**src/rtl/cpu_wb_arbiter.sv**
```systemverilog
// Writeback arbiter: merges the ALU pipe (A) and load unit (B) into one
// register-file write port with a 1-cycle registered write stage.

module cpu_wb_arbiter #(
    parameter int PRIORITY_MODE = 0
) (
    input  logic        clk_i,
    input  logic        rst_i,
    input  logic        hold_i,
    input  logic        a_valid_i,
    input  logic [3:0]  a_index_i,
    input  logic [31:0] a_result_i,
    output logic        a_ready_o,
    input  logic        b_valid_i,
    input  logic [3:0]  b_index_i,
    input  logic [31:0] b_result_i,
    output logic        b_ready_o,
    output logic        register_write_enable_o,
    output logic [3:0]  register_write_index_o,
    output logic [31:0] result_o,
    output logic [15:0] conflict_count_o
);

    typedef enum logic {
        GRANT_A = 1'b0,
        GRANT_B = 1'b1
    } grant_e;

    localparam logic FIXED_PRIORITY = (PRIORITY_MODE == 32'sd1);

    grant_e      last_grant_r;
    logic        both_valid_s;
    logic        same_index_s;
    logic        grant_a_s;
    logic        grant_b_s;
    logic        transfer_s;
    logic [3:0]  sel_index_s;
    logic [31:0] sel_result_s;
    logic        wr_en_r;
    logic [3:0]  wr_index_r;
    logic [31:0] wr_result_r;
    logic [15:0] conflict_count_r;

    assign both_valid_s = a_valid_i & b_valid_i;
    assign same_index_s = (a_index_i == b_index_i);

    // Grant decision; reset gating keeps readies low asynchronously while rst_i is high
    always_comb begin
        grant_a_s = 1'b0;
        grant_b_s = 1'b0;
        if (rst_i || hold_i) begin
            grant_a_s = 1'b0;
            grant_b_s = 1'b0;
        end else if (both_valid_s) begin
            // Same destination: the load (older) writes first so the ALU value lands last
            if (same_index_s) begin
                grant_b_s = 1'b1;
            end else if (FIXED_PRIORITY) begin
                grant_a_s = 1'b1;
            end else if (last_grant_r == GRANT_B) begin
                grant_a_s = 1'b1;
            end else begin
                grant_b_s = 1'b1;
            end
        end else if (a_valid_i) begin
            grant_a_s = 1'b1;
        end else if (b_valid_i) begin
            grant_b_s = 1'b1;
        end else begin
            grant_a_s = 1'b0;
            grant_b_s = 1'b0;
        end
    end

    assign a_ready_o  = grant_a_s;
    assign b_ready_o  = grant_b_s;
    assign transfer_s = grant_a_s | grant_b_s;

    // Select the granted requester's write payload
    always_comb begin
        sel_index_s  = a_index_i;
        sel_result_s = a_result_i;
        case ({grant_a_s, grant_b_s})
            2'b10: begin
                sel_index_s  = a_index_i;
                sel_result_s = a_result_i;
            end
            2'b01: begin
                sel_index_s  = b_index_i;
                sel_result_s = b_result_i;
            end
            default: begin
                sel_index_s  = a_index_i;
                sel_result_s = a_result_i;
            end
        endcase
    end

    // Registered write stage; index/result hold when no transfer occurs
    always_ff @(posedge clk_i or posedge rst_i) begin
        if (rst_i) begin
            wr_en_r     <= 1'b0;
            wr_index_r  <= 4'h0;
            wr_result_r <= 32'h0;
        end else begin
            wr_en_r <= transfer_s;
            if (transfer_s) begin
                wr_index_r  <= sel_index_s;
                wr_result_r <= sel_result_s;
            end
        end
    end

    // Round-robin history, moved only by an accepted transfer
    always_ff @(posedge clk_i or posedge rst_i) begin
        if (rst_i) begin
            last_grant_r <= GRANT_B;
        end else if (grant_a_s) begin
            last_grant_r <= GRANT_A;
        end else if (grant_b_s) begin
            last_grant_r <= GRANT_B;
        end
    end

    // Saturating count of cycles with both requesters valid, hold or not
    always_ff @(posedge clk_i or posedge rst_i) begin
        if (rst_i) begin
            conflict_count_r <= 16'h0000;
        end else if (both_valid_s && (conflict_count_r != 16'hFFFF)) begin
            conflict_count_r <= conflict_count_r + 16'h0001;
        end
    end

    assign register_write_enable_o = wr_en_r;
    assign register_write_index_o  = wr_index_r;
    assign result_o                = wr_result_r;
    assign conflict_count_o        = conflict_count_r;

    cpu_wb_arbiter_chk u_chk (
        .clk_i     (clk_i),
        .rst_i     (rst_i),
        .hold_i    (hold_i),
        .a_valid_i (a_valid_i),
        .b_valid_i (b_valid_i),
        .a_ready   (a_ready_o),
        .b_ready   (b_ready_o)
    );

endmodule

// Grant-protocol properties of the arbiter, kept apart from the datapath.
module cpu_wb_arbiter_chk (
    input logic clk_i,
    input logic rst_i,
    input logic hold_i,
    input logic a_valid_i,
    input logic b_valid_i,
    input logic a_ready,
    input logic b_ready
);

    a_one_grant: assert property (@(posedge clk_i) disable iff (rst_i) !(a_ready && b_ready));
    a_hold_blocks: assert property (@(posedge clk_i) disable iff (rst_i) hold_i |-> !(a_ready || b_ready));
    a_grant_a_valid: assert property (@(posedge clk_i) disable iff (rst_i) a_ready |-> a_valid_i);
    a_grant_b_valid: assert property (@(posedge clk_i) disable iff (rst_i) b_ready |-> b_valid_i);

endmodule

```
**config.mk**
```make
export PLATFORM = sky130hd
export DESIGN_NAME = cpu_wb_arbiter
export DESIGN_NICKNAME = d
export VERILOG_FILES = /design/src/rtl/cpu_wb_arbiter.sv
export SDC_FILE = /design/constraint.sdc
export NUM_CORES = 1
export LEC_CHECK = 0
export ABC_AREA = 1
export CAP_MARGIN = 20
export CORE_ASPECT_RATIO = 1.2
export CORE_MARGIN = 1
export CORE_UTILIZATION = 32
export CTS_CLUSTER_DIAMETER = 100
export DETAILED_ROUTE_END_ITERATION = 16
export GPL_TIMING_DRIVEN = 1
export MAX_ROUTING_LAYER = met4
export SLEW_MARGIN = 30
export SYNTH_ARGS = -nofsm -noshare
export SYNTH_HDL_FRONTEND = slang
export SYNTH_SLANG_ARGS = --single-unit
```
**constraint.sdc**
```tcl
create_clock -name clk_i -period 1.87 [get_ports clk_i]
set_input_delay 0.374 -clock clk_i [delete_from_list [all_inputs] [get_ports clk_i]]
set_output_delay 0.374 -clock clk_i [all_outputs]
set_load 0.03 [all_outputs]
```
==> summary.txt, run 1 <==
Synthesis
  – Syn avg cell area: between 6 and 7 sq um
  – Mux cell area share after synthesis: 0%
  – Netlist cell types: 27
  – Post-synthesis xor/xnor area fraction: ~3.3%
  – Synthesized netlist net count: 537
  – FFs w/ async S/R, synth: 100%
  – Simple-Gate Fraction of Synth Area: 36.2%
  – Post-synthesis register bit count: 54
  – Post-synth EDFFs: 0
  – Largest family of logic cells by synthesized area: simple AND/OR/NAND/NOR gates
  – Synth Flop Type: dfrtp_1
  – Synth warn: 0
  – Adder-cell area share of the yosys netlist: 0.391%
  – Mapped Area: 3200 sq um
  – Seq/Total Area, Yosys: 42.3%
  – Post-Syn Instances: 459
  – Post-synthesis compound-gate area fraction: 3.87%

Critical path
  – Top delay family on crit path: buffers and inverters
  – Worst path slowest cell: clkdlybuf4s50_1
  – CP cell instances: clkdlybuf4s50_1
  – Worst reg2reg endpoint: conflict_count_o[12]
  – CP peak stage delay: 0.71 ns
  – Worst Path Max Fanout: 5
  – Critical Path AT: 1.45 ns
  – Buf+Inv Stages, Crit Path: 1
  – Setup CP Type: flop to primary output
  – CP Capture Type: primary output
  – Crit path launch type: flop
  – Reg2Reg Setup Slack: 0.18 ns
  – Cells on worst reg2reg path: 9
  – Worst r2r src: conflict_count_o[0]
  – WP data required: 1.50 ns

Placement
  – IO buf count: 131
  – Post-DP HPWL: 6730 um
  – Setup Slack @ Placement: -0.167 ns
  – Placer Congestion: 0.817
  – Placed insts: between 700 and 800

Timing
  – Final hold viol count: 0
  – RSZ-0062 raised after global routing: false
  – Final-report setup violation count: 0
  – Hold_ws: 0.481 ns
  – Final Skew: between 0.006 and 0.007 ns
  – Setup ws final: 0.0466 ns
  – Worst-Margin Slew: 0.479 ns
  – Relative slew slack: 67.8%
  – Final min period: 1.82 ns
  – Max Slew Vio Count: 0
  – Setup TNS: 0 ns
  – Highest Clock Rate: 0.548 GHz
  – Final Cycle Share: 97.5%

Clocking
  – CTS Buf Count: 5
  – H-Tree Depth: 2
  – CTS hold repair buffers: 0
  – Clock slew at reported path FFs: 0.07 ns
  – Worst skew pair latency: a little under 0.3 ns
  – TritonCTS clock tree: yes
  – Clock sinks: 54
  – Clk root buf: clkbuf_16
  – CTS Buffer Depth: 2

Drt
  – DRT antenna net count: 0
  – DRC errors left: 0
  – WL/cell: 12.4 um
  – Final WL: just under 9000 um
  – Drt pass-1 iters: 5
  – Initial DRC count: about 100
  – Via-per-instance ratio: 4.45
  – Via count: approximately 3200

Hold path
  – Hold Path Origin: result_o[28]
  – WHS Endpoint: result_o[28]
  – Hold depth: 2
  – Worst min-delay path class: flop to flop

Finish
  – Layout cells sized above 1: approximately 11%
  – Antenna fix cells: 0
  – Nets: 674
  – Commonest non-fill, non-tap cell in the layout: nand2_1
  – Most frequent cells in the layout: 145 x nand2_1, 119 x clkdlybuf4s50_1, 85 x inv_1
  – Final non-filler cell total: 720
  – Area Growth Syn to Fin: 54.6%

Power
  – P per Cell Area: between 900 and 1000 nW/um^2
  – Peak supply drop: 0.376 mV
  – Lkg Pwr: 2.56 nW

Floorplanning
  – IO Pins: 132
  – Die area: 10400 sq um
  – Std-Cell Rows: 39
  – Width of the die: slightly above 90 um
  – Starting density of the core: between 30% and 40%
  – Core ar.: 9610 sq um
  – DIE HEIGHT: 112 um

Global routing
  – GRT Overall Usage: 18.8%
  – Largest net degree at the start of global routing: 42
  – Vias in the first global route: 3076
  – First-pass GRT wire length: 14900 um
  – Congestion Overflow GR: 0
  – Initial antenna violation count: 0

Job
  – MaxCap Viol Count: 0

Status
  – Outcome: finished clean
-- report_power, final --
part           switching, mW  internal (mW)
clock network          0.427          0.804
registers              0.162           1.39
logic                  0.972          0.762
total                   1.56           2.95
-- how the worst max path moves through the flow --
stage / start / slack (ns) / cells after the start / to
5_1_grt: conflict_count_o[0] / 0.009 / 2 / conflict_count_o[0]
3_3_place_gp: b_index_i[2] / -0.13 / 10 / b_ready_o
4_1_cts: conflict_count_o[7] / 0.03 / 1 / conflict_count_o[7]
6_report: conflict_count_o[8] / 0.05 / 1 / conflict_count_o[8]
2_1_floorplan: conflict_count_o[1] / 0.05 / 9 / conflict_count_o[9]
3_5_place_dp: a_index_i[3] / -0.17 / 10 / b_ready_o
-- Yosys cell counts (all sizes together), types with 2 or more instances --
cell | n | area, sq um
clkbuf | 5 | 18.8
xnor2 | 2 | 17.5
buf | 14 | 81.3
inv | 91 | 344
nand4 | 4 | 25.0
nor3 | 7 | 45.0
nand3 | 71 | 360
o21ai | 14 | 119
nand2 | 154 | 601
or2 | 4 | 25.0
nor2 | 25 | 93.8
dfrtp | 53 | 1330
xor2 | 10 | 87.6
-- repair_timing --
| action | in CTS | in global routing |
|---|---|---|
| buffers inserted | 1 | 0 |
| resized for setup | 14 | 2 |
| endpoints found under the setup margin | 2 | 2 |
| pin swaps | 2 | 0 |
-- layer usage --
layer / vias up / share of wire, % / global-route usage, %
met5: - / 0 / -
met4: 0 / 0.84 / 4.62
met3: 6 / 7.1 / 5.46
met2: 100 / 47 / 29.7
met1: 1444 / 45 / 23.5
li1: 1656 / - / -
-- cell families after synthesis --
kind of cell | Yosys count
flip-flops | 54
XOR/XNOR | 12
AO/OA/AOI/OAI | 15
adder cells (fa/ha/maj) | 1
AND/OR/NAND/NOR | 266
buffers and inverters | 111
-- sequential cells by signal (all words and copies together) (netlist names) --
| signal | cells |
|---|---|
| conflict_count_o | 16 |
| result_o | 32 |
| register_write_index_o | 4 |
| last_grant_r | 1 |
| register_write_enable_o | 1 |
-- metrics by stage --
step                utilization, %  power [mW]  area [sq um]
floorplan                        -        2.52          3200
global placement              49.2        3.30          4730
detailed placement            49.2        3.32          4730
CTS                           51.4        4.57          4940
global route                  51.5        4.77          4950
finish                        51.5        4.51          4950
-- layout make-up --
cell class | instances | area [sq um]
Multi-Input combinational cell | 294 | 1430
Clock inverter | 2 | 60.1
Fill cell | 918 | 4670
Sequential cell | 54 | 1350
Inverter | 92 | 348
Tap cell | 123 | 154
Clock buffer | 6 | 139
Timing Repair Buffer | 149 | 1460
Power figures use the tool's default switching activity.
==> inputs of run 2 (changes only) <==
--- a/config.mk
+++ b/config.mk
@@ -5,13 +5,13 @@
 export SDC_FILE = /design/constraint.sdc
 export NUM_CORES = 1
 export LEC_CHECK = 0
-export ABC_AREA = 1
 export CAP_MARGIN = 20
 export CORE_ASPECT_RATIO = 1.2
 export CORE_MARGIN = 1
 export CORE_UTILIZATION = 32
 export CTS_CLUSTER_DIAMETER = 100
 export DETAILED_ROUTE_END_ITERATION = 16
+export DONT_BUFFER_PORTS = 1
 export GPL_TIMING_DRIVEN = 1
 export MAX_ROUTING_LAYER = met4
 export SLEW_MARGIN = 30
==> summary.txt, run 2 <==
Timing
  – Highest Clock Rate: 0.531 GHz (-3.2%)
  – Setup ws final: -0.0140 ns (-0.0606 ns)
  – Worst-Margin Slew: 0.532 ns (+0.0533 ns)
  – Final Skew: 0.0112 ns (+0.00476 ns)
  – Final hold viol count: 0 (unchanged)
  – Relative slew slack: 64.4% (-3.4 points)
  – Setup TNS: -0.0140 ns (-0.0140 ns)
  – Final min period: 1.88 ns (+0.0606 ns)
  – RSZ-0062 raised after global routing: true
  – Final-report setup violation count: 1 (+1)
  – Max Slew Vio Count: 0 (unchanged)
  – Final Cycle Share: 101% (+3.2 points)

Synthesis
  – Cell taking the most area after synthesis: dfrtp_1
  – Netlist cell types: 38 (+41%)
  – Synth warn: 0 (unchanged)
  – Mapped Area: 2910 sq um (-9.1%)
  – Seq/Total Area, Yosys: 46.5% (+4.2 points)
  – Top-count cell post-synth: o22a_1
  – Synthesized netlist net count: 322 (-40%)
  – Post-synth EDFFs: 0 (unchanged)
  – Post-synthesis register bit count: 54 (unchanged)
  – FFs w/ async S/R, synth: 100% (unchanged)
  – Syn avg cell area: 11.9 sq um (+71%)
  – Synth Flop Type: dfrtp_1
  – Post-Syn Instances: 244 (-47%)
  – Commonest cells in the netlist: 58 x o22a_1, 53 x dfrtp_1, 30 x o221a_1, 9 x xnor2_1, 9 x xor2_1
  – Post-synth top area share: 45.6% (+4.2 points)
  – Area contributors post-synth: dfrtp_1 46%, o22a_1 17%, o221a_1 12%, xnor2_1 2.7%, xor2_1 2.7%

Finish
  – Most frequent cells in the layout: 58 x o22a_1, 53 x dfrtp_1, 30 x o221a_1
  – Layout cells sized above 1: 22.8% (+12 points)
  – Nets: 344 (-49%)
  – Final Cell Area: 3370 sq um (-32%)
  – Post-layout util: 38.7% (-13 points)
  – Commonest non-fill, non-tap cell in the layout: o22a_1
  – Area Growth Syn to Fin: 15.9%
  – Largest register FFs: 32 (unchanged)
  – Antenna fix cells: 0 (unchanged)

Global routing
  – GRT Overall Usage: 17.5% (-1.3 points)
  – Congestion Overflow GR: 0 (unchanged)
  – Largest net degree at the start of global routing: 55 (+31%)
  – Vias in the first global route: 2382 (-23%)
  – Initial antenna violation count: 0 (unchanged)
  – First-pass GRT wire length: 12300 um (-18%)

Drt
  – Via count: 2274 (-29%)
  – Routed wl met3: 530 um (-17%)
  – Metal-1 WL: 3140 um (-21%)
  – Final WL: 7820 um (-13%)
  – Top Metal Used: met4
  – Drt pass-1 iters: 4 (-1)
  – Initial DRC count: 125 (+23%)
  – DRT antenna net count: 0 (unchanged)
  – Met2 wire length: 4080 um (-3.7%)
  – Via-per-instance ratio: 5.92 (+33%)
  – DRC errors left: 0 (unchanged)
  – WL/cell: 20.4 um (+64%)

Hold path
  – Hold Path Origin: b_valid_i
  – Worst min-delay path class: input pin to flop
  – Hold depth: 1 (-1)
  – WHS Endpoint: last_grant_r

Critical path
  – CP cell instances: inv_2 -> a41oi_2 -> buf_6 -> o211ai_4 -> inv_2 -> buf_6
  – Crit path launch type: flop
  – Reg2Reg Setup Slack: 0.04 ns (-0.14 ns)
  – Worst r2r src: last_grant_r
  – Worst reg2reg endpoint: result_o[3]
  – Critical Path AT: 1.51 ns (+0.06 ns)
  – Buf+Inv Stages, Crit Path: 4 (+3)
  – Worst Path Max Fanout: 2 (-3)
  – Worst path slowest cell: dfstp_2
  – Cells on worst reg2reg path: 8 (-1)
  – CP peak stage delay: 0.54 ns (-0.17 ns)
  – CP Capture Type: primary output
  – Setup CP Type: flop to primary output
  – WP data required: 1.50 ns (about the same)
  – Top delay family on crit path: flip-flops

Placement
  – Post-DP HPWL: 5580 um (-17%)
  – Placer Congestion: 0.788 (-3.5%)
  – IO buf count: 0 (-100%)
  – Dpl cell area: 3190 sq um (-32%)

Floorplanning
  – IO Pins: 132 (unchanged)
  – Std-Cell Rows: 37 (-5.1%)
  – Starting density of the core: 33.4% (+0.13 points)
  – DIE HEIGHT: 106 um (-4.6%)
  – Die area: 9470 sq um (-8.9%)
  – Core ar.: 8700 sq um (-9.5%)
  – Width of the die: 89.0 um (-4.6%)

Power
  – Combinational Power Share: 26.4% (-12 points)
  – Clk pwr share: 20.7% (-6.6 points)
  – Sw Pwr: 1.47 mW (-5.6%)
  – Seq pwr share: 52.8% (+19 points)
  – Peak supply drop: 0.424 mV (+13%)
  – P_int: 2.36 mW (-20%)
  – Lkg Pwr: 1.34 nW (-47%)
  – PnR Total Power: 3.83 mW (-15%)
  – Switching fraction of total power: 38.5% (+3.9 points)
  – P per Cell Area: 1140 nW/um^2 (+25%)

Clocking
  – CTS Buffer Depth: 2 (unchanged)
  – H-Tree Depth: 2 (unchanged)
  – CTS Buf Count: 5 (unchanged)
  – TritonCTS clock tree: yes
  – Worst skew pair latency: 0.31 ns (+0.02 ns)
  – Clk root buf: clkbuf_8
  – Clock slew at reported path FFs: 0.10 ns (+0.03 ns)
  – Clock sinks: 54 (unchanged)

Job
  – MaxCap Viol Count: 0 (unchanged)

Status
  – Failing checks: setup timing
  – Outcome: finished, violations left
==> run 2: changes by cell type in the layout (fill, tap and decap cells not counted), moves of 20 or more <==
cell	delta
nand2_1	-138
clkdlybuf4s50_1	-119
inv_1	-83
nand3_1	-64
o22a_1	+58
o221a_1	+30
nor2_1	-20
==> run 2: cell families (layout without fill, tap and decap cells) <==
kind of cell | Yosys count | in the layout | share of synthesized area [%]
AO/OA/AOI/OAI | 103 | 103 | 33.8
flip-flops | 54 | 54 | 46.5
AND/OR/NAND/NOR | 42 | 42 | 8.95
buffers and inverters | 25 | 48 | 4.52
XOR/XNOR | 18 | 18 | 5.42
adder cells (fa/ha/maj) | 1 | 1 | 0.430
multiplexers | 1 | 1 | 0.387
==> run 2: repair_timing <==
item | 4_1_cts | 5_1_grt
pin swaps | 1 | 2
setup buffers | 2 | 2
hold buffers | 1 | 0
endpoints found under the hold margin | 40 | 0
endpoints found under the setup margin | 2 | 2
resized for setup | 4 | 4
==> run 2: worst max path at each step <==
| stage | startpoint | endpoint | slack, ns | depth (start not counted) |
|---|---|---|---|---|
| global placement | hold_i | result_o[28] | 0.13 | 4 |
| floorplan | a_index_i[1] | a_ready_o | 0.04 | 5 |
| detailed placement | hold_i | result_o[28] | 0.1 | 4 |
| global route | last_grant_r | a_ready_o | -0.07 | 6 |
| finish | last_grant_r | a_ready_o | -0.01 | 6 |
| CTS | last_grant_r | a_ready_o | -0.05 | 6 |
==> run 2: final cells by class <==
| class | count | area (sq um) |
|---|---|---|
| clock buffers | 5 | 68.8 |
| clock inverters | 3 | 40.0 |
| fillers | 883 | 5330 |
| inverters | 5 | 18.8 |
| multi-input cells | 165 | 1450 |
| flip-flops and latches | 54 | 1350 |
| well taps | 117 | 146 |
| repair buffers | 35 | 293 |
==> run 2: power groups by stage <==
| stage | Combinational, mW | Sequential (mW) | Clock [mW] |
|---|---|---|---|
| 4_1_cts | 1.00 | 2.03 | 0.830 |
| 3_3_place_gp | 0.945 | 2.03 | 0 |
| 5_1_grt | 1.10 | 2.06 | 0.890 |
| 2_1_floorplan | 0.627 | 2.12 | 0 |
| 3_5_place_dp | 0.984 | 2.04 | 0 |
| 6_report | 1.01 | 2.02 | 0.795 |
==> run 2: stage by stage <==
| step | worst slack [ns] | std cells | hold slack [ns] |
|---|---|---|---|
| after global placement | 0.131 | 371 | 0.340 |
| after global routing | -0.0723 | 384 | 0.177 |
| after detailed placement | 0.0966 | 371 | 0.344 |
| after floorplan | 0.0395 | 244 | 0.555 |
| final | -0.0140 | 384 | 0.192 |
| after CTS | -0.0455 | 382 | 0.178 |
==> run 2: layer usage <==
metal	track usage [%]	vias up
met5	-	-
met4	4.42	0
met3	4.19	6
met2	29.7	96
met1	20.6	1133
li1	-	1039
